<file path="config.mk">
export PLATFORM = sky130hd
export DESIGN_NAME = request_encoder
export DESIGN_NICKNAME = d
export VERILOG_FILES = /design/src/rtl/request_encoder_pkg.sv /design/src/rtl/lowbit_encoder.sv /design/src/rtl/request_encoder.sv
export SDC_FILE = /design/constraint.sdc
export NUM_CORES = 1
export LEC_CHECK = 0
export CORE_AREA = 5 5 42 44
export CTS_BUF_LIST = sky130_fd_sc_hd__clkbuf_4 sky130_fd_sc_hd__clkbuf_8
export CTS_CLUSTER_DIAMETER = 100
export DETAILED_ROUTE_END_ITERATION = 16
export DIE_AREA = 0 0 47 49
export GPL_TIMING_DRIVEN = 0
export PLACE_DENSITY = 0.54
export SLEW_MARGIN = 30
export SYNTH_ARGS = -nofsm -noshare
export SYNTH_HDL_FRONTEND = slang
export SYNTH_SLANG_ARGS = --single-unit
</file>
<file path="constraint.sdc">
create_clock -name i_clock -period 1 [get_ports i_clock]
set_input_delay 0.3 -clock i_clock [delete_from_list [all_inputs] [get_ports i_clock]]
set_output_delay 0.3 -clock i_clock [all_outputs]
set_load 0.02 [all_outputs]
</file>
<file path="src/rtl/request_encoder_pkg.sv">
// Shared types and default sizing for request_encoder.
//   re_state_t : output-stage state (IDLE = nothing presented, PRESENT = index on o_binary)
//   N_DEF/W_DEF: default request-line count and index width
package request_encoder_pkg;

  typedef enum logic {IDLE, PRESENT} re_state_t;

  localparam int unsigned N_DEF = 4;
  localparam int unsigned W_DEF = 2;

endpackage

</file>
<file path="src/rtl/lowbit_encoder.sv">
// Combinational lowest-set-bit encoder.
//   i_vec   [N-1:0] : input vector
//   o_index [W-1:0] : index of the lowest set bit (0 when none set)
//   o_found         : any bit of i_vec is set
module lowbit_encoder #(
  parameter int unsigned N = 4,
  parameter int unsigned W = $clog2(N)
) (
  input  logic [N-1:0] i_vec,
  output logic [W-1:0] o_index,
  output logic         o_found
);

  // Scan downward so the lowest set bit is the last one written.
  always_comb begin
    o_index = '0;
    o_found = 1'b0;
    for (int i = N - 1; i >= 0; i--) begin
      if (i_vec[i]) begin
        o_index = W'(i);
        o_found = 1'b1;
      end
    end
  end

endmodule

</file>
<file path="src/rtl/request_encoder.sv">
// Collects request bits into a pending register and emits each pending request as a binary
// index over a valid/ready handshake, lowest index first.
//   i_clock            : rising-edge clock
//   i_reset_L          : asynchronous active-low reset
//   i_en_L             : active-low capture enable (1 = ignore i_onehot)
//   i_onehot  [N-1:0]  : request bits, multi-hot allowed
//   i_ready            : consumer accepts o_binary when o_valid && i_ready
//   o_valid            : o_binary holds a request index
//   o_binary  [W-1:0]  : index being presented
//   o_pending [N-1:0]  : pending requests, excluding the presented index
module request_encoder
  import request_encoder_pkg::*;
#(
  parameter int unsigned N = N_DEF,
  parameter int unsigned W = $clog2(N)
) (
  input  logic         i_clock,
  input  logic         i_reset_L,
  input  logic         i_en_L,
  input  logic [N-1:0] i_onehot,
  input  logic         i_ready,
  output logic         o_valid,
  output logic [W-1:0] o_binary,
  output logic [N-1:0] o_pending
);

  localparam logic [N-1:0] LsbOne = N'(1);

  re_state_t      r_state;
  logic [N-1:0]   r_pending;
  logic [W-1:0]   r_binary;
  logic           r_valid;

  logic [N-1:0]   w_cap;
  logic [W-1:0]   w_index;
  logic           w_found;
  logic           w_load;
  logic [N-1:0]   w_take;

  lowbit_encoder #(
    .N (N),
    .W (W)
  ) u_lowbit (
    .i_vec   (r_pending),
    .o_index (w_index),
    .o_found (w_found)
  );

  assign w_cap  = i_en_L ? '0 : i_onehot;
  // Only registered pending feeds the output, so a request never reaches o_valid in the
  // cycle it is captured.
  assign w_load = ((r_state == IDLE) || i_ready) && w_found;
  assign w_take = w_load ? (LsbOne << w_index) : '0;

  always_ff @(posedge i_clock or negedge i_reset_L) begin
    if (!i_reset_L) begin
      r_state   <= IDLE;
      r_pending <= '0;
      r_binary  <= '0;
      r_valid   <= 1'b0;
    end else begin
      // Capture is OR-ed in after the clear, so a re-request of the taken index survives.
      r_pending <= (r_pending & ~w_take) | w_cap;
      case (r_state)
        IDLE: begin
          if (w_load) begin
            r_binary <= w_index;
            r_valid  <= 1'b1;
            r_state  <= PRESENT;
          end
        end
        PRESENT: begin
          if (i_ready) begin
            if (w_load) begin
              r_binary <= w_index;
              r_valid  <= 1'b1;
            end else begin
              // o_binary keeps its last value; it is don't-care while o_valid is low.
              r_valid <= 1'b0;
              r_state <= IDLE;
            end
          end
        end
        default: begin
          r_state <= IDLE;
          r_valid <= 1'b0;
        end
      endcase
    end
  end

  assign o_valid   = r_valid;
  assign o_binary  = r_binary;
  assign o_pending = r_pending;

endmodule

</file>
# Word level (Yosys, flattened, before mapping)
# Cells that the tools add are included.
# word_totals
regBits	8
out_inout_bits	7
wordCells	33
inputBits	8
# classes
muxes	19
eq_ne	2
bitwise_logic	4
n_reduce_logical	3
n_shift	1
# ops
op	count
$mux 2	6
$mux 1	8
$mux 4	2
$and 4x4->4	1
$ne 2x2->1 const B	2
$not 4->4	1
$or 4x4->4	1
$pmux 1 s2	2
$pmux 2 s2	1
$shl 1x2->4 const A	1
$reduce_and 2->1	1
$logic_and 1x1->1	1
$logic_or 1x1->1	1
$not 1->1	1

# Longest topological paths before layout
# logic_depth
depth_word	9
ltp_mapped	3
depth_no_buf	3

# By module
# A second synthesis with hierarchy kept.
# hier_totals
cells_unflattened	33
area_unflattened_um2	390.4
# by_module_without_submodules
mod	n_inst	seq_area_each_um2	cells_per_inst	area_each_um2
request_encoder	1	200.2	26	355.3
lowbit_encoder	1	0.0	7	35.0

# Worst setup path after synthesis
# OpenSTA, ideal clock, no wires.
# synth_path
kind	register to register
start	register r_pending[1], in the netlist o_pending[1]
end	register r_pending[3], in the netlist o_pending[3]
arrival_time_ps	901
path_slack_ps	-23
synth_period_minus_slack_ps	1023
setup_time_ps	121
stages_incl_launch_ff	4
required_ps	879
n_path_buf	0
cell_sequence	dfrtp_1 -> nor2_4 -> nand3b_1 -> a22o_1
# synth_via
elab_chain_cells	7
elab_cells_between_ends	10
classes_between	shift: 1; mux: 5; bitwise: 3; reduce/logical: 1
# synth_rtl
item	line_no	text
from (decl)	request_encoder.sv:30	logic [N-1:0] r_pending;
from (signal assigned)	request_encoder.sv:63	r_pending <= (r_pending & ~w_take) | w_cap;
$mux 2 or $mux 1 (tied branches) (2 in a row)	lowbit_encoder.sv:19	if (i_vec[i]) begin
$shl 1x2->4 or $logic_and 1x1->1 (tied branches)	request_encoder.sv:53, request_encoder.sv:52	
$mux 4 (*)	request_encoder.sv:53	assign w_take = w_load ? (LsbOne << w_index) : '0;
$not 4->4 (*)	request_encoder.sv:63	
$and 4x4->4 (*)	request_encoder.sv:63	
$or 4x4->4 (*)	request_encoder.sv:63	
# Mark *: on every way between the ends. The rest lies on a longest branch, timed or not.
# A chain may end at the register's enable or synchronous reset.

# Worst setup path after layout
# layout_path
start	register r_pending[1], in the netlist o_pending[1]
end	output o_pending[1]
# layout_lines
item	line_no	text
to (decl)	request_encoder.sv:24	output logic [N-1:0] o_pending
# No word-level cell between the ends.

==> metrics <==
DR DRC count=0; clk buf depth=2; NetSw=313 uW; area of the core=0.00140 mm^2; Syn-to-layout area delta=82.5%; Synth Net Count=39; Buf+Inv Stages, Crit Path=1; Final Hold Fails=0; CTS buffer count=3; crit share post-route=110%; skew final=8.35 ps; sequential cell area=201 um^2; CTS tree=built; Tmin final=1100 ps; Worst-Margin Slew=approximately 380 ps; Syn. warnings=0; CTS sink cnt=8; Total Nets Final=69; failing checks=negative setup slack; # port buffers=14; combinational power share=36.3%; CP cell instances=buf_6; via count=between 300 and 400; Worst EP required=~700 ps; top-level port count=15; HPWL Detailed=between 600 and 700 um; Unique masters post-synth=16; final setup fails=11; Pleak=0.000306 uW; TNS Setup=-723 ps; max-cap viol count=0; Design Power=between 1000 and 1500 uW; synthesized area=between 300 and 400 um^2; Pre-antenna DRT Iters=4; htree depth=1; clock power share=27.4%; drt via density=4.63; Setup crit start kind=flip-flop; share of cells above drive strength 1=51.7%; CP peak stage delay=between 400 and 500 ps; PD cells=1630 mW/mm^2; Avg Cell Area, Syn=about 12 um^2; Die Ht=49 um; total wire length=938 um; min setup slack post-route=-104 ps; synthesized instance count=31; grt ovf=0; status=finished with violations; sequential-to-total area share from yosys stat=55.0%; initial antenna violation count=0; ANT nets after route=0; #FFs+latches synth=8; DR WL/cell=12.3 um; CP Class=reg2out; Rows=14; Critical Path End Type=primary output; area of the multi-input gates=175 um^2; die area=~0.0023 mm^2; Initial Util=26.0%; gr usage total=a little under a tenth; vias in the first global route=347; Arr. time, crit path=800 ps; largest net degree at the start of global routing=9; Max Freq=a little over 900 MHz; routability congestion estimate from global placement=0.684; post-route cell area=664 um^2; Filler Cell Count=approximately 150; peak supply drop=~800 uV; switching share of power=28.9%; ANT cells=0; Int Power=770 uW; first-pass GRT wire length=1480 um; max-slew violation count=0; Post-DP Area=526 um^2; crit-path leading delay family=flip-flops; cell with the largest stage delay on the worst path=dfrtp_2; clock latency on the worst-skew pair=around 260 ps; clock root buffer=clkbuf_4; 1st-iter DRT viols=5; type of the tightest min-delay check=in2async; Die Wd=roughly 47 um; clock slew at reported path FFs=~60 ps; worst setup slack after placement=-366 ps; RSZ-0062 raised after global routing=true; share of total power in sequential cells=between 30% and 40%; Worst slew margin=74.3%; Max Fanout on Critical Path=2
==> final timing paths <==
check                                  start           end  slack, ps  cells after the start
min in group i_clock                 i_ready       o_valid        490                      4
worst min-delay path               i_reset_L  o_pending[2]        320                      1
worst min register to register   o_binary[1]   o_binary[1]        620                      2
worst max register to register  o_pending[1]  o_pending[3]        -70                      4
worst max-delay path            o_pending[1]  o_pending[1]       -100                      1
max in group asynchronous          i_reset_L  o_pending[1]        380                      1
==> cell type report <==
type,count,area share (%)
Clock buffer,4,4.52
Inverter,1,0.565
Tap cell,16,3.01
Sequential cell,8,30.3
Multi-Input combinational cell,22,26.4
Timing Repair Buffer,25,35.2
==> what timing repair did <==
action | in CTS | in global routing
resized for setup | 44 | 3
setup buffers | 9 | 2
hold buffers | 0 | 0
endpoints found under the setup margin | 13 | 12
pin swaps | 1 | 0
==> kinds of logic (layout without fill, tap and decap cells) <==
kind of cell / Yosys count / after routing / share of synthesized area (%)
flip-flops: 8 / 8 / 55.0
AO/OA/AOI/OAI: 8 / 8 / 20.3
AND/OR/NAND/NOR: 14 / 14 / 23.7
buffers and inverters: 1 / 30 / 1.03
==> cells in the final DEF (no fill, tap or decap) <==
master / synthesis / layout
nor2_2: 1 / 1
buf_6: 0 / 8
dlygate4sd2_1: 0 / 1
a21oi_2: 1 / 1
nand2b_4: 1 / 2
nor2_4: 1 / 2
nor2_1: 3 / 2
clkbuf_4: 0 / 4
clkdlybuf4s50_1: 0 / 6
a22o_1: 4 / 4
nand3_1: 1 / 1
inv_1: 1 / 1
nand2_1: 4 / 4
nand3b_1: 1 / 1
and2b_4: 1 / 1
buf_4: 0 / 10
dfrtp_2: 0 / 1
dfrtp_1: 8 / 7
a2bb2oi_2: 1 / 1
o22a_1: 1 / 1
a31oi_1: 1 / 1
==> routing by layer <==
layer	track usage (%)	up-vias	part of all wire (%)
li1	-	169	-
met1	11.7	166	44
met2	11.8	13	44
met5	0	-	0
met4	6.91	0	3.1
met3	3.69	4	8.4
==> synthesized netlist by cell type, drive strengths merged <==
master,number,area [um^2]
a21oi,1,8.76
a22o,4,35.0
a2bb2oi,1,15.0
a31oi,1,6.26
and2b,1,10.0
dfrtp,8,200
inv,1,3.75
nand2,4,15.0
nand2b,2,20.0
nand3,1,5.00
nand3b,1,7.51
nor2,5,28.8
o22a,1,8.76
==> state kept, by name, indices dropped and copies added (netlist names) <==
register and count:
r_state 1, o_valid 1, o_pending 4, o_binary 2
==> stage by stage <==
step                      utilization, %  hold slack, ps  cells
final                               47.4             323     76
after global placement              37.5             473     61
after detailed placement            37.5             485     61
after CTS                           45.6             330     74
after global routing                47.4             336     76
after floorplan                        -            4.41     31
==> power by group through the flow <==
| stage | Sequential (uW) | Combinational, uW | Clock [uW] |
|---|---|---|---|
| after floorplan | 456 | 93.5 | 0 |
| after global placement | 411 | 266 | 0 |
| after detailed placement | 414 | 268 | 0 |
| after CTS | 392 | 373 | 311 |
| after global routing | 396 | 416 | 338 |
| final | 393 | 393 | 297 |
No activity file was read; power rests on OpenSTA's default activity.
